--- config.mk ---
export PLATFORM = sky130hd
export DESIGN_NAME = kbd_event_ctrl_flat
export DESIGN_NICKNAME = d
export VERILOG_FILES = /design/src/rtl/kbd_event_ctrl_if.sv /design/src/rtl/kbd_event_ctrl.sv /design/src/flat_wrapper.sv
export SDC_FILE = /design/constraint.sdc
export NUM_CORES = 1
export LEC_CHECK = 0
export BUFFER_PORTS_ARGS = -buffer_cell sky130_fd_sc_hd__buf_4
export CAP_MARGIN = 20
export CORE_MARGIN = 1.5
export CORE_UTILIZATION = 60
export DETAILED_ROUTE_END_ITERATION = 10
export GPL_TIMING_DRIVEN = 1
export HOLD_SLACK_MARGIN = 0.03
export PLACE_DENSITY = 0.79
export SLEW_MARGIN = 10
export SYNTH_ARGS = -nofsm -noshare
export SYNTH_HDL_FRONTEND = slang
export SYNTH_SLANG_ARGS = --single-unit
--- constraint.sdc ---
create_clock -name clk -period 10.4 [get_ports clk]
set_clock_uncertainty 0.15 [all_clocks]
set_input_delay 3.12 -clock clk [delete_from_list [all_inputs] [get_ports clk]]
set_output_delay 3.12 -clock clk [all_outputs]
set_load 0.03 [all_outputs]
--- src/rtl/kbd_event_ctrl_if.sv ---
// Bus between the keyboard-event controller and its surroundings: adapter
// key level inputs, CPU read/clear strobes and the FIFO status/data outputs.
interface kbd_event_ctrl_if #(
  parameter int DEPTH = 8
);
  localparam int CW = $clog2(DEPTH) + 1;

  logic [6:0]    key_data;
  logic          key_status;
  logic          rd_en;
  logic          clr_ovf;
  logic [6:0]    rd_data;
  logic          empty;
  logic          full;
  logic [CW-1:0] count;
  logic          overflow;

  modport master (
    output key_data, key_status, rd_en, clr_ovf,
    input  rd_data, empty, full, count, overflow
  );

  modport slave (
    input  key_data, key_status, rd_en, clr_ovf,
    output rd_data, empty, full, count, overflow
  );
endinterface

--- src/rtl/kbd_event_ctrl.sv ---
// Key-event scheduler: turns level-style key inputs into press events with
// typematic auto-repeat, queues them in a show-ahead FIFO drained by the CPU,
// and flags dropped events with a sticky overflow bit.
module kbd_event_ctrl #(
  parameter int DEPTH        = 8,
  parameter int REPEAT_DELAY = 500000,
  parameter int REPEAT_RATE  = 100000
) (
  input logic             clk,
  input logic             rst,
  kbd_event_ctrl_if.slave bus
);
  localparam int AW   = $clog2(DEPTH);
  localparam int CW   = AW + 1;
  localparam int RMAX = (REPEAT_DELAY > REPEAT_RATE) ? REPEAT_DELAY : REPEAT_RATE;
  localparam int RW   = (RMAX > 1) ? $clog2(RMAX) : 1;
  localparam logic [RW-1:0] DLY_LD  = RW'((REPEAT_DELAY > 0) ? REPEAT_DELAY - 1 : 0);
  localparam logic [RW-1:0] RATE_LD = RW'((REPEAT_RATE  > 0) ? REPEAT_RATE  - 1 : 0);

  typedef enum logic [1:0] {IDLE, DELAY, REPEAT} state_t;

  logic [6:0]    cur_data, prv_data;
  logic          cur_stat, prv_stat;
  logic          press_ev;

  state_t        state_q, state_d;
  logic [RW-1:0] rcnt_q, rcnt_d;
  logic          push;

  logic [6:0]    mem [DEPTH];
  logic [AW-1:0] wptr, rptr;
  logic [CW-1:0] cnt;
  logic          ovf;
  logic          do_pop, do_push, drop;

  // Register the adapter outputs and keep the previous sample for edge detection.
  always_ff @(posedge clk) begin
    if (rst) begin
      cur_data <= '0;
      cur_stat <= 1'b0;
      prv_data <= '0;
      prv_stat <= 1'b0;
    end else begin
      prv_data <= cur_data;
      prv_stat <= cur_stat;
      cur_data <= bus.key_data;
      cur_stat <= bus.key_status;
    end
  end

  // New press or rollover to a different mapped key.
  assign press_ev = cur_stat && (cur_data != '0) && (!prv_stat || (cur_data != prv_data));

  // Repeat FSM state and delay/rate counter.
  always_ff @(posedge clk) begin
    if (rst) begin
      state_q <= IDLE;
      rcnt_q  <= '0;
    end else begin
      state_q <= state_d;
      rcnt_q  <= rcnt_d;
    end
  end

  // Next state: release beats everything, a press restarts the delay timer.
  always_comb begin
    state_d = state_q;
    rcnt_d  = rcnt_q;
    if (!cur_stat) begin
      state_d = IDLE;
      rcnt_d  = '0;
    end else if (press_ev) begin
      if (REPEAT_DELAY > 0) begin
        state_d = DELAY;
        rcnt_d  = DLY_LD;
      end else begin
        state_d = IDLE;
      end
    end else begin
      case (state_q)
        DELAY, REPEAT: begin
          if (rcnt_q == '0) begin
            state_d = REPEAT;
            rcnt_d  = RATE_LD;
          end else begin
            rcnt_d = rcnt_q - RW'(1);
          end
        end
        default: ;
      endcase
    end
  end

  // Push request: every press, plus each expiry of the repeat timer while held.
  always_comb begin
    push = 1'b0;
    if (press_ev)
      push = 1'b1;
    else if (cur_stat && (state_q != IDLE) && (rcnt_q == '0))
      push = 1'b1;
  end

  // A same-cycle pop frees a slot, so a push into a full FIFO is still taken.
  assign do_pop  = bus.rd_en && (cnt != '0);
  assign do_push = push && ((cnt != CW'(DEPTH)) || do_pop);
  assign drop    = push && !do_push;

  // FIFO pointers, occupancy and sticky overflow (set beats clear).
  always_ff @(posedge clk) begin
    if (rst) begin
      wptr <= '0;
      rptr <= '0;
      cnt  <= '0;
      ovf  <= 1'b0;
    end else begin
      if (do_push) wptr <= wptr + AW'(1);
      if (do_pop)  rptr <= rptr + AW'(1);
      case ({do_push, do_pop})
        2'b10:   cnt <= cnt + CW'(1);
        2'b01:   cnt <= cnt - CW'(1);
        default: ;
      endcase
      if (drop)
        ovf <= 1'b1;
      else if (bus.clr_ovf)
        ovf <= 1'b0;
    end
  end

  // Storage array; contents are don't-care until written.
  always_ff @(posedge clk) begin
    if (do_push) mem[wptr] <= cur_data;
  end

  assign bus.empty    = (cnt == '0);
  assign bus.full     = (cnt == CW'(DEPTH));
  assign bus.count    = cnt;
  assign bus.overflow = ovf;
  assign bus.rd_data  = (cnt == '0) ? 7'h00 : mem[rptr];
endmodule

--- src/flat_wrapper.sv ---
// flat-port wrapper written by rule: the top's interface ports become plain ports
module kbd_event_ctrl_flat 
#(
  parameter int DEPTH        = 8,
  parameter int REPEAT_DELAY = 500000,
  parameter int REPEAT_RATE  = 100000
)
  (clk, rst, bus_key_data, bus_key_status, bus_rd_en, bus_clr_ovf, bus_rd_data, bus_empty, bus_full, bus_count, bus_overflow);
  kbd_event_ctrl_if #(.DEPTH(DEPTH)) bus_i ();
  input logic clk;
  input logic rst;
  input wire logic [$bits(bus_i.key_data)-1:0] bus_key_data;
  input wire logic [$bits(bus_i.key_status)-1:0] bus_key_status;
  input wire logic [$bits(bus_i.rd_en)-1:0] bus_rd_en;
  input wire logic [$bits(bus_i.clr_ovf)-1:0] bus_clr_ovf;
  output wire logic [$bits(bus_i.rd_data)-1:0] bus_rd_data;
  output wire logic [$bits(bus_i.empty)-1:0] bus_empty;
  output wire logic [$bits(bus_i.full)-1:0] bus_full;
  output wire logic [$bits(bus_i.count)-1:0] bus_count;
  output wire logic [$bits(bus_i.overflow)-1:0] bus_overflow;
  assign bus_i.key_data = bus_key_data;
  assign bus_i.key_status = bus_key_status;
  assign bus_i.rd_en = bus_rd_en;
  assign bus_i.clr_ovf = bus_clr_ovf;
  assign bus_rd_data = bus_i.rd_data;
  assign bus_empty = bus_i.empty;
  assign bus_full = bus_i.full;
  assign bus_count = bus_i.count;
  assign bus_overflow = bus_i.overflow;
  kbd_event_ctrl #(.DEPTH(DEPTH), .REPEAT_DELAY(REPEAT_DELAY), .REPEAT_RATE(REPEAT_RATE)) u_core (.clk(clk), .rst(rst), .bus(bus_i));
endmodule
# Word level (Yosys, flattened, before mapping)

Memory sizes are Yosys's and may differ from the RTL's. A register that Yosys moved wholly into a read port is not among the register bits.
Index checks and enable logic that the tools add are counted.

Memories kept: 1
Bits in latches: 0
Output and inout bits: 14
Input port bits: 12
Bits in writable memories: 56
Bits in read-only memories: 0
Word-level logic and storage cells: 67
Register bits: 48

Memories:

| memory     | words | bits a word | rd ports | clocked after memory_dff | wr ports | line                 | text |
|---|---|---|---|---|---|---|---|
| u_core.mem | 8     | 7           | 1        | 1                        | 1        | kbd_event_ctrl.sv:30 | `logic [6:0] mem [DEPTH];` |

Div/mod/pow operators: 0
$lt $le $gt $ge: 0
Shift-type cells: 0
Reduce and logical (&&, ||, !) cells: 25
$add $sub $neg: 5
Bitwise logic cells: 1
Multiplexer cells: 16
Multipliers: 0
Eq/ne operators: 7

Operator list:

| cell                                                 | number |
|---|---|
| two-way mux 19 bit                                   | 3 |
| zero test 19 bit                                     | 1 |
| subtractor 19 x 1 -> 19 bit (second input constant)  | 1 |
| nonzero test 2 bit                                   | 5 |
| two-way mux 1 bit                                    | 9 |
| one-hot mux 4 bit (2 select lines)                   | 1 |
| logical AND 1 bit                                    | 7 |
| two-way mux 7 bit                                    | 1 |
| != test 7 bit                                        | 1 |
| nonzero test 7 bit                                   | 1 |
| adder 3 x 1 -> 3 bit (second input constant)         | 2 |
| two-way mux 3 bit                                    | 2 |
| adder 4 x 1 -> 4 bit (second input constant)         | 1 |
| equality test 2 x 1 -> 1 bit (second input constant) | 2 |
| equality test 2 bit (second input constant)          | 2 |
| equality test 4 bit (second input constant)          | 1 |
| zero test 4 bit                                      | 1 |
| != test 4 bit (second input constant)                | 1 |
| AND reduction 2 bit                                  | 2 |
| nonzero test 4 bit                                   | 1 |
| OR reduction 2 bit                                   | 2 |
| subtractor 4 x 1 -> 4 bit (second input constant)    | 1 |
| OR reduction 3 bit                                   | 1 |
| zero test 1 bit                                      | 2 |
| 2 further kinds                                      | 3 |

# Depth between registers and ports, before layout

Gate-level depths: netlist of the first run.

Depth after elaboration: 9
Depth in mapped cells: 13
Gate-level depth less buffers: 12

# Worst setup path after synthesis of the first run

Ideal clock, no wire load.

Path type: flip-flop to output port
From: register with a tool-made name
To: output port bus_rd_data[3]
Path buffers: 2
Data required time: 7.130 ns
Arrival: 1.948 ns
Cell stages (with the launch flop): 6
Slack: 5.182 ns
Cells stage by stage: dfxtp_1 -> clkbuf_1 -> buf_1 -> mux4_2 -> mux2i_1 -> nor2_1

RTL lines:

| item             | line               | text |
|---|---|---|
| end: declaration | flat_wrapper.sv:16 | `output wire logic [$bits(bus_i.rd_data)-1:0] bus_rd_data;` |

==> impl_metrics.py, run 1 <==
metrics = {
    "logic_synthesis": {
        "synth-edff-count": 56,
        "ys_warn_count": 0,
        "post_synth_and_or_nand_nor_area_fraction": 0.144,
        "synthDistinctLibCells": 48,
        "netlist_instances": 346,
        "syn_avg_cell_area_um2": 12.8,
        "synth-adder-area-share": 0.0243,
        "synth_compound_gate_area_share": 0.0687,
        "postSynthNetCount": 366,
        "synth.area.mux_share": 0.0894,
        "main_synth_ff_type": "sky130_fd_sc_hd__edfxtp_1",
        "synthArstFlopShare": 0,
        "post_synth_xor_area_fraction": 0.0396,
        "combinational_family_with_the_most_area_after_synthesis": "simple AND/OR/NAND/NOR gates",
        "postSynthRegisterBits": 107,
        "synth_sequential_area_ratio": 0.611,
        "netlist_area_mm2": 0.00442,
    },
    "grt": {
        "vias_in_the_first_global_route": 2551,
        "initial_antenna_violation_count": 0,
        "grt.overflow.total": 0,
        "grt_pass1_wl_mm": 12.4,
        "largest_net_degree_at_the_start_of_global_routing": 27,
        "grt_usage": 0.213,
    },
    "timing": {
        "slew_at_the_pin_closest_to_its_max_slew_limit_ns": 0.980,
        "timing.hold.ws_ns": 0.334,
        "slew-limit-headroom": 0.342,
        "finalSetupTns_ns": 0,
        "achievable-frequency_ghz": 0.178,
        "hold_viol": 0,
        "post-route-min-period_ns": 5.62,
        "setup-violations-final": 0,
        "slew_viol_final": 0,
        "period_utilization_post_route": 0.541,
        "rsz_0062_raised_after_global_routing": "false",
    },
    "die": {
        "rows": 31,
        "placeableCoreArea_mm2": 0.00718,
        "floorplan.die.width_um": 88.9,
        "initial_standard_cell_utilization_of_the_core": 0.616,
        "num_io_pins": 26,
        "die-height_um": 88.9,
        "die_area_mm2": 0.00790,
    },
    "drt": {
        "route.final.wire_length_mm": 7.81,
        "routed_wire_length_per_instance_um": 16.3,
        "drt_iter0_markers": 209,
        "final_antenna_net_count": 0,
        "vias_per_cell": 5.70,
        "dr_total_vias": 2735,
        "drtPass1Iterations": 4,
        "remaining_drc_errors": 0,
    },
    "pwr": {
        "power_density_mw_per_mm2": 211,
        "power.ir.vdd_worst_mv": 0.0798,
        "static-leakage-power_nw": 1.69,
    },
    "critical_path": {
        "crit_path_cell_trace": "mux4_2 -> mux2i_1 -> nor2_1 -> buf_4",
        "kind_of_critical_path": "reg -> out",
        "crit_path_end_kind": "primary output",
        "startpoint_kind_of_the_worst_setup_timing_path": "flop",
        "worst_path_max_delay_cell": "sky130_fd_sc_hd__dfxtp_1",
        "cp.required_ns": 7.13,
        "critPathMaxStageDelay_ns": 0.94,
        "timing.critical_path.fanout_max": 14,
        "crit_arrival_ns": 2.35,
    },
    "cells_and_area": {
        "n_antenna_cell": 0,
        "fin_nets": 396,
        "final_layout_size_suffix_gt1_frac": 0.173,
        "synth_to_final_area_change_pct": 10.7,
    },
    "clock_network": {
        "number_of_buffers_inserted_by_post_cts_setup_repair": 0,
        "root_buffer": "sky130_fd_sc_hd__clkbuf_8",
        "clkSinkCount": 107,
        "clock_latency_ns": 0.35,
        "cts_hold_buf": 0,
        "cts_max_path_buffers": 2,
        "cts-buffers-inserted": 9,
        "post_cts.resized_instances": 0,
        "htree_num_levels": 3,
        "cts_tree": "built",
        "clk_pin_slew_worst_paths_ns": 0.09,
    },
    "flow_run": {
        "cap_violations": 0,
    },
    "worst_hold_path": {
        "hold_class": "reg -> reg",
    },
    "placed_design": {
        "routabilityCongestion": 0.823,
        "hpwlAfterDp_mm": 5.38,
        "place.port_buffers": 25,
    },
    "outcome": {
        "outcome": "finished, final reports clean",
    },
}
## path summary, 6_finish.rpt
path | start | end | slack, ns | cells after the start
setup / recovery | flop | bus_rd_data[2] | 4.78 | 4
hold / removal | u_core.state_q[0] | u_core.state_q[0] | 0.33 | 2
setup reg to reg | u_core.rcnt_q[3] | u_core.bus.count[3] | 6.70 | 11
hold reg to reg | u_core.state_q[0] | u_core.state_q[0] | 0.33 | 2
## worst max-delay path, delay by kind of cell, from the launching register on
family,cells,cell delay [ns]
and+or+nand+nor,1,0.06
muxes,2,0.78
DFF,1,0.94
buffers and inverters,1,0.21
## cell families after synthesis
group	count (synthesis)
multiplexers	22
AND/OR/NAND/NOR	115
flip-flops	107
adder cells (fa/ha/maj)	8
AO/OA/AOI/OAI	49
XOR/XNOR	20
buffers and inverters	25
## synthesized netlist by cell type (2+ instances only)
master	instances	area (um2)
sky130_fd_sc_hd__or4_1	2	15.0
sky130_fd_sc_hd__a21oi_1	18	90.1
sky130_fd_sc_hd__nand4_1	2	12.5
sky130_fd_sc_hd__nand2_1	17	63.8
sky130_fd_sc_hd__o21ai_0	12	60.1
sky130_fd_sc_hd__nand2b_1	2	12.5
sky130_fd_sc_hd__dfxtp_1	51	1020
sky130_fd_sc_hd__mux4_2	14	315
sky130_fd_sc_hd__nor4b_1	2	17.5
sky130_fd_sc_hd__inv_1	12	45.0
sky130_fd_sc_hd__mux2i_1	8	80.1
sky130_fd_sc_hd__a21o_1	2	15.0
sky130_fd_sc_hd__nor2_1	23	86.3
sky130_fd_sc_hd__edfxtp_1	56	1680
sky130_fd_sc_hd__nor3b_1	5	37.5
sky130_fd_sc_hd__nor4_1	5	31.3
sky130_fd_sc_hd__or3_1	6	37.5
sky130_fd_sc_hd__nor3_1	21	105
sky130_fd_sc_hd__xnor2_1	16	140
sky130_fd_sc_hd__xor2_1	4	35.0
sky130_fd_sc_hd__nand3b_1	2	15.0
sky130_fd_sc_hd__nand3_1	4	20.0
sky130_fd_sc_hd__ha_1	7	87.6
sky130_fd_sc_hd__a31oi_1	5	31.3
sky130_fd_sc_hd__nor2b_1	17	106
sky130_fd_sc_hd__buf_1	2	7.51
sky130_fd_sc_hd__o211ai_1	2	15.0
sky130_fd_sc_hd__clkbuf_1	9	33.8
## final cells by class
cell class / instances / area [um2]
well taps: 99 / 124
flip-flops and latches: 107 / 2700
clock buffers: 13 / 159
fillers: 519 / 2280
repair buffers: 32 / 235
clock inverters: 3 / 15.0
multi-input cells: 214 / 1620
inverters: 12 / 45.0
## per-stage QoR
stage,cells,worst slack [ns],total power [mW],instance area [um2],util
floorplan,346,5.18,0.726,4420,-
global route,480,4.52,1.09,4900,0.683
global placement,461,5.03,0.811,4710,0.656
CTS,478,4.69,1.04,4890,0.681
detailed placement,462,4.88,0.822,4710,0.657
finish,480,4.78,1.04,4900,0.683
## routing by layer
layer  track usage  vias to the layer above  part of all wire
met2         0.352                       53              0.50
met4        0.0795                        0             0.010
met5             0                        -                 0
met1         0.286                     1343              0.45
li1              -                     1334                 -
met3        0.0354                        5             0.035
## sequential cells by signal (all words and copies together), names as in the netlist, named ones only
name / cells
u_core.mem: 56
u_core.rcnt_q: 19
u_core.cur_data: 7
u_core.prv_data: 7
u_core.bus.count: 4
u_core.rptr: 3
u_core.wptr: 3
u_core.state_q: 2
u_core.bus.overflow: 1
u_core.cur_stat: 1
u_core.prv_stat: 1
## placed cells by master, fill, tap and decap left out, types with 13 or more instances in the layout
cell type / n
sky130_fd_sc_hd__edfxtp_1: 56
sky130_fd_sc_hd__dfxtp_1: 51
sky130_fd_sc_hd__buf_4: 30
sky130_fd_sc_hd__nor2_1: 23
sky130_fd_sc_hd__nor3_1: 21
sky130_fd_sc_hd__a21oi_1: 18
sky130_fd_sc_hd__nor2b_1: 17
sky130_fd_sc_hd__nand2_1: 17
sky130_fd_sc_hd__xnor2_1: 16
sky130_fd_sc_hd__mux4_2: 14
sky130_fd_sc_hd__inv_1: 13
## power breakdown
| part | switching, mW | leakage (nW) | internal (mW) | total, mW |
|---|---|---|---|---|
| registers | 0.0452 | 0.930 | 0.465 | 0.511 |
| clock network | 0.127 | 0.0952 | 0.0996 | 0.227 |
| logic | 0.163 | 0.668 | 0.135 | 0.298 |
No activity file was read; power rests on OpenSTA's default activity.
==> run 2, diff against run 1 <==
--- a/config.mk
+++ b/config.mk
@@ -5,14 +5,15 @@
 export SDC_FILE = /design/constraint.sdc
 export NUM_CORES = 1
 export LEC_CHECK = 0
+export ABC_AREA = 1
 export BUFFER_PORTS_ARGS = -buffer_cell sky130_fd_sc_hd__buf_4
 export CAP_MARGIN = 20
 export CORE_MARGIN = 1.5
-export CORE_UTILIZATION = 60
+export CORE_UTILIZATION = 55
 export DETAILED_ROUTE_END_ITERATION = 10
 export GPL_TIMING_DRIVEN = 1
 export HOLD_SLACK_MARGIN = 0.03
-export PLACE_DENSITY = 0.79
+export PLACE_DENSITY = 0.76
 export SLEW_MARGIN = 10
 export SYNTH_ARGS = -nofsm -noshare
 export SYNTH_HDL_FRONTEND = slang
==> constraint.sdc (replaced) <==
create_clock -name clk -period 5 [get_ports clk]
set_clock_uncertainty 0.15 [all_clocks]
set_input_delay 1.5 -clock clk [delete_from_list [all_inputs] [get_ports clk]]
set_output_delay 1.5 -clock clk [all_outputs]
set_load 0.03 [all_outputs]
==> run 2 against run 1 <==
  * Sequential share of layout area shrank 3.7 points
  * Critical endpoint is now bus_rd_data[1]
  * Combinational power grew 120%
  * First-iteration DRC count shrank 3.8%
  * Via count grew 27%
  * Register-to-register slack lost 4.5 ns
  * Cell area grew 7.2%
  * Sequential power grew 100%
==> impl_metrics.py, run 2 <==
metrics = {
    "pwr": {
        "power.ir.vdd_worst_mv": 0.178,
        "netSwitchingPower_uw": 813,
        "static-leakage-power_nw": 2.10,
        "clkPwrFrac": 0.254,
        "comb_power_share": 0.295,
        "cell_internal_pwr_mw": 1.44,
        "power_density_mw_per_mm2": 429,
        "pwr-share-seq": 0.451,
        "netSwitchingFraction": 0.361,
    },
    "clock_network": {
        "cts_hold_buf": 0,
        "post_cts.resized_instances": 0,
        "clock_latency_ns": 0.38,
        "cts_max_path_buffers": 2,
        "root_buffer": "sky130_fd_sc_hd__clkbuf_8",
        "number_of_buffers_inserted_by_post_cts_setup_repair": 0,
        "clk_pin_slew_worst_paths_ns": 0.10,
        "htree_num_levels": 3,
        "cts_tree": "built",
        "cts-buffers-inserted": 9,
        "clkSinkCount": 107,
    },
    "cells_and_area": {
        "final_area_mm2": 0.00525,
        "final_cell_count_no_fill": 639,
        "filler_cell_count": 673,
        "largest_register": "u_core.mem",
        "final_layout_size_suffix_gt1_frac": 0.165,
        "n_antenna_cell": 0,
        "most_common_cell_after_layout_fill_and_taps_aside": "sky130_fd_sc_hd__nor2_1",
        "fin_nets": 549,
        "synth_to_final_area_change_pct": 10.5,
        "largest_register_ff_count": 56,
        "layout_common_cells": "sky130_fd_sc_hd__nor2_1, sky130_fd_sc_hd__nand2_1, sky130_fd_sc_hd__edfxtp_1",
        "layout_top_registers": "u_core.mem: 56 flops, u_core.rcnt_q: 19 flops",
    },
    "logic_synthesis": {
        "cell_type_with_the_highest_aggregate_area_in_the_netlist": "sky130_fd_sc_hd__edfxtp_1",
        "yosys-top-cells-area": "sky130_fd_sc_hd__edfxtp_1, sky130_fd_sc_hd__dfxtp_1, sky130_fd_sc_hd__nor2_1",
        "synthDistinctLibCells": 42,
        "postSynthRegisterBits": 107,
        "netlist_top_cells_count": "sky130_fd_sc_hd__nor2_1, sky130_fd_sc_hd__nand2_1, sky130_fd_sc_hd__edfxtp_1",
        "synth-edff-count": 56,
        "synthArstFlopShare": 0,
        "postSynthNetCount": 521,
        "synth_sequential_area_ratio": 0.569,
        "main_synth_ff_type": "sky130_fd_sc_hd__edfxtp_1",
        "yosys.area.top_type_share": 0.354,
        "post-synth-top-count-cell": "sky130_fd_sc_hd__nor2_1",
        "ys_warn_count": 0,
        "netlist_instances": 501,
        "netlist_area_mm2": 0.00475,
        "syn_avg_cell_area_um2": 9.49,
    },
    "timing": {
        "slew_viol_final": 0,
        "achievable-frequency_ghz": 0.249,
        "setup-violations-final": 0,
        "slew_at_the_pin_closest_to_its_max_slew_limit_ns": 1.07,
        "rsz_0062_raised_after_global_routing": "false",
        "finalSetupTns_ns": 0,
        "post-route-min-period_ns": 4.02,
        "period_utilization_post_route": 0.804,
        "hold_viol": 0,
        "slew-limit-headroom": 0.284,
        "timing.hold.ws_ns": 0.328,
    },
    "grt": {
        "largest_net_degree_at_the_start_of_global_routing": 30,
        "grt_usage": 0.224,
        "grt.overflow.total": 0,
        "grt_pass1_wl_mm": 15.5,
        "vias_in_the_first_global_route": 3283,
        "initial_antenna_violation_count": 0,
    },
    "placed_design": {
        "place.port_buffers": 25,
        "routabilityCongestion": 0.958,
        "placed_cells_incl_taps": 620,
        "hpwlAfterDp_mm": 6.86,
        "placement.cell_area_mm2": 0.00502,
    },
    "flow_run": {
        "cap_violations": 0,
    },
    "drt": {
        "routed_wire_length_per_instance_um": 15.0,
        "drtPass1Iterations": 5,
        "vias_per_cell": 5.42,
        "remaining_drc_errors": 0,
        "drt_iter0_markers": 201,
        "final_antenna_net_count": 0,
        "route.final.wire_length_mm": 9.57,
        "dr_total_vias": 3464,
    },
    "critical_path": {
        "worst_path_max_delay_cell": "sky130_fd_sc_hd__clkinv_1",
        "cp.required_ns": 3.35,
        "timing.critical_path.fanout_max": 29,
        "crit_path_cell_trace": "buf_4 -> clkinv_1 -> o21ai_0 -> o22ai_1 -> o21ai_0 -> a31oi_1 -> buf_4",
        "crit_arrival_ns": 2.37,
        "cp.buffers_inverters": 3,
        "kind_of_critical_path": "reg -> out",
        "startpoint_kind_of_the_worst_setup_timing_path": "flop",
        "r2r_slack_ns": 2.19,
        "critical-path-top-delay-family": "buffers and inverters",
        "crit_path_end_kind": "primary output",
        "critPathMaxStageDelay_ns": 0.53,
    },
    "die": {
        "placeableCoreArea_mm2": 0.00830,
        "floorplan.die.width_um": 96.0,
        "initial_standard_cell_utilization_of_the_core": 0.573,
        "rows": 33,
        "num_io_pins": 26,
        "die-height_um": 96.0,
        "die_area_mm2": 0.00921,
    },
    "worst_hold_path": {
        "hold_class": "reg -> reg",
    },
    "outcome": {
        "outcome": "finished, final reports clean",
    },
}
==> run 2: per-stage QoR <==
stage               power [mW]  setup slack (ns)   util
finish                    2.25             0.982  0.633
global route              2.37             0.714  0.633
CTS                       2.26             0.974  0.631
detailed placement        1.69              1.40  0.605
global placement          1.67              1.55  0.605
floorplan                 1.51              1.71      -
==> run 2: power by group through the flow <==
stage	Combinational (mW)	Clock [mW]	Sequential [mW]
finish	0.665	0.573	1.02
global route	0.732	0.612	1.02
CTS	0.663	0.578	1.02
detailed placement	0.659	0	1.04
global placement	0.634	0	1.03
floorplan	0.467	0	1.04
==> run 2: area by class of cell <==
cell class | instances | area (um2) | share of cell area
clock inverter | 7 | 90.1 | 0.0172
tap | 105 | 131 | 0.0250
inverter | 66 | 248 | 0.0472
sequential | 107 | 2700 | 0.515
timing repair buffer | 29 | 210 | 0.0400
clock buffer | 9 | 124 | 0.0236
multi-input combinational | 316 | 1740 | 0.332
==> run 2: final timing paths <==
check | cells past startpoint | start | to
min | 1 | u_core.rcnt_q[0] | u_core.rcnt_q[0]
min reg2reg | 1 | u_core.rcnt_q[0] | u_core.rcnt_q[0]
max | 7 | flop | bus_rd_data[1]
max reg2reg | 8 | u_core.cur_data[3] | u_core.mem[3][6]
==> run 2: kinds of logic (layout without fill, tap and decap cells) <==
family          after synthesis  in the layout  share of synthesized area
buf+inv                      78            111                     0.0645
flops                       107            107                      0.569
simple gates                202            202                      0.214
compound gates               94             94                      0.108
xor+xnor                     12             12                     0.0221
fa+ha+maj                     8              8                     0.0226
==> run 2: layer usage <==
layer,wire (um),track usage,share of wire,up-vias
li1,-,-,-,1724
met1,4280,0.287,0.45,1613
met2,4680,0.377,0.49,113
met3,464,0.0419,0.048,14
met4,145,0.0846,0.015,0
met5,0,0,0,-
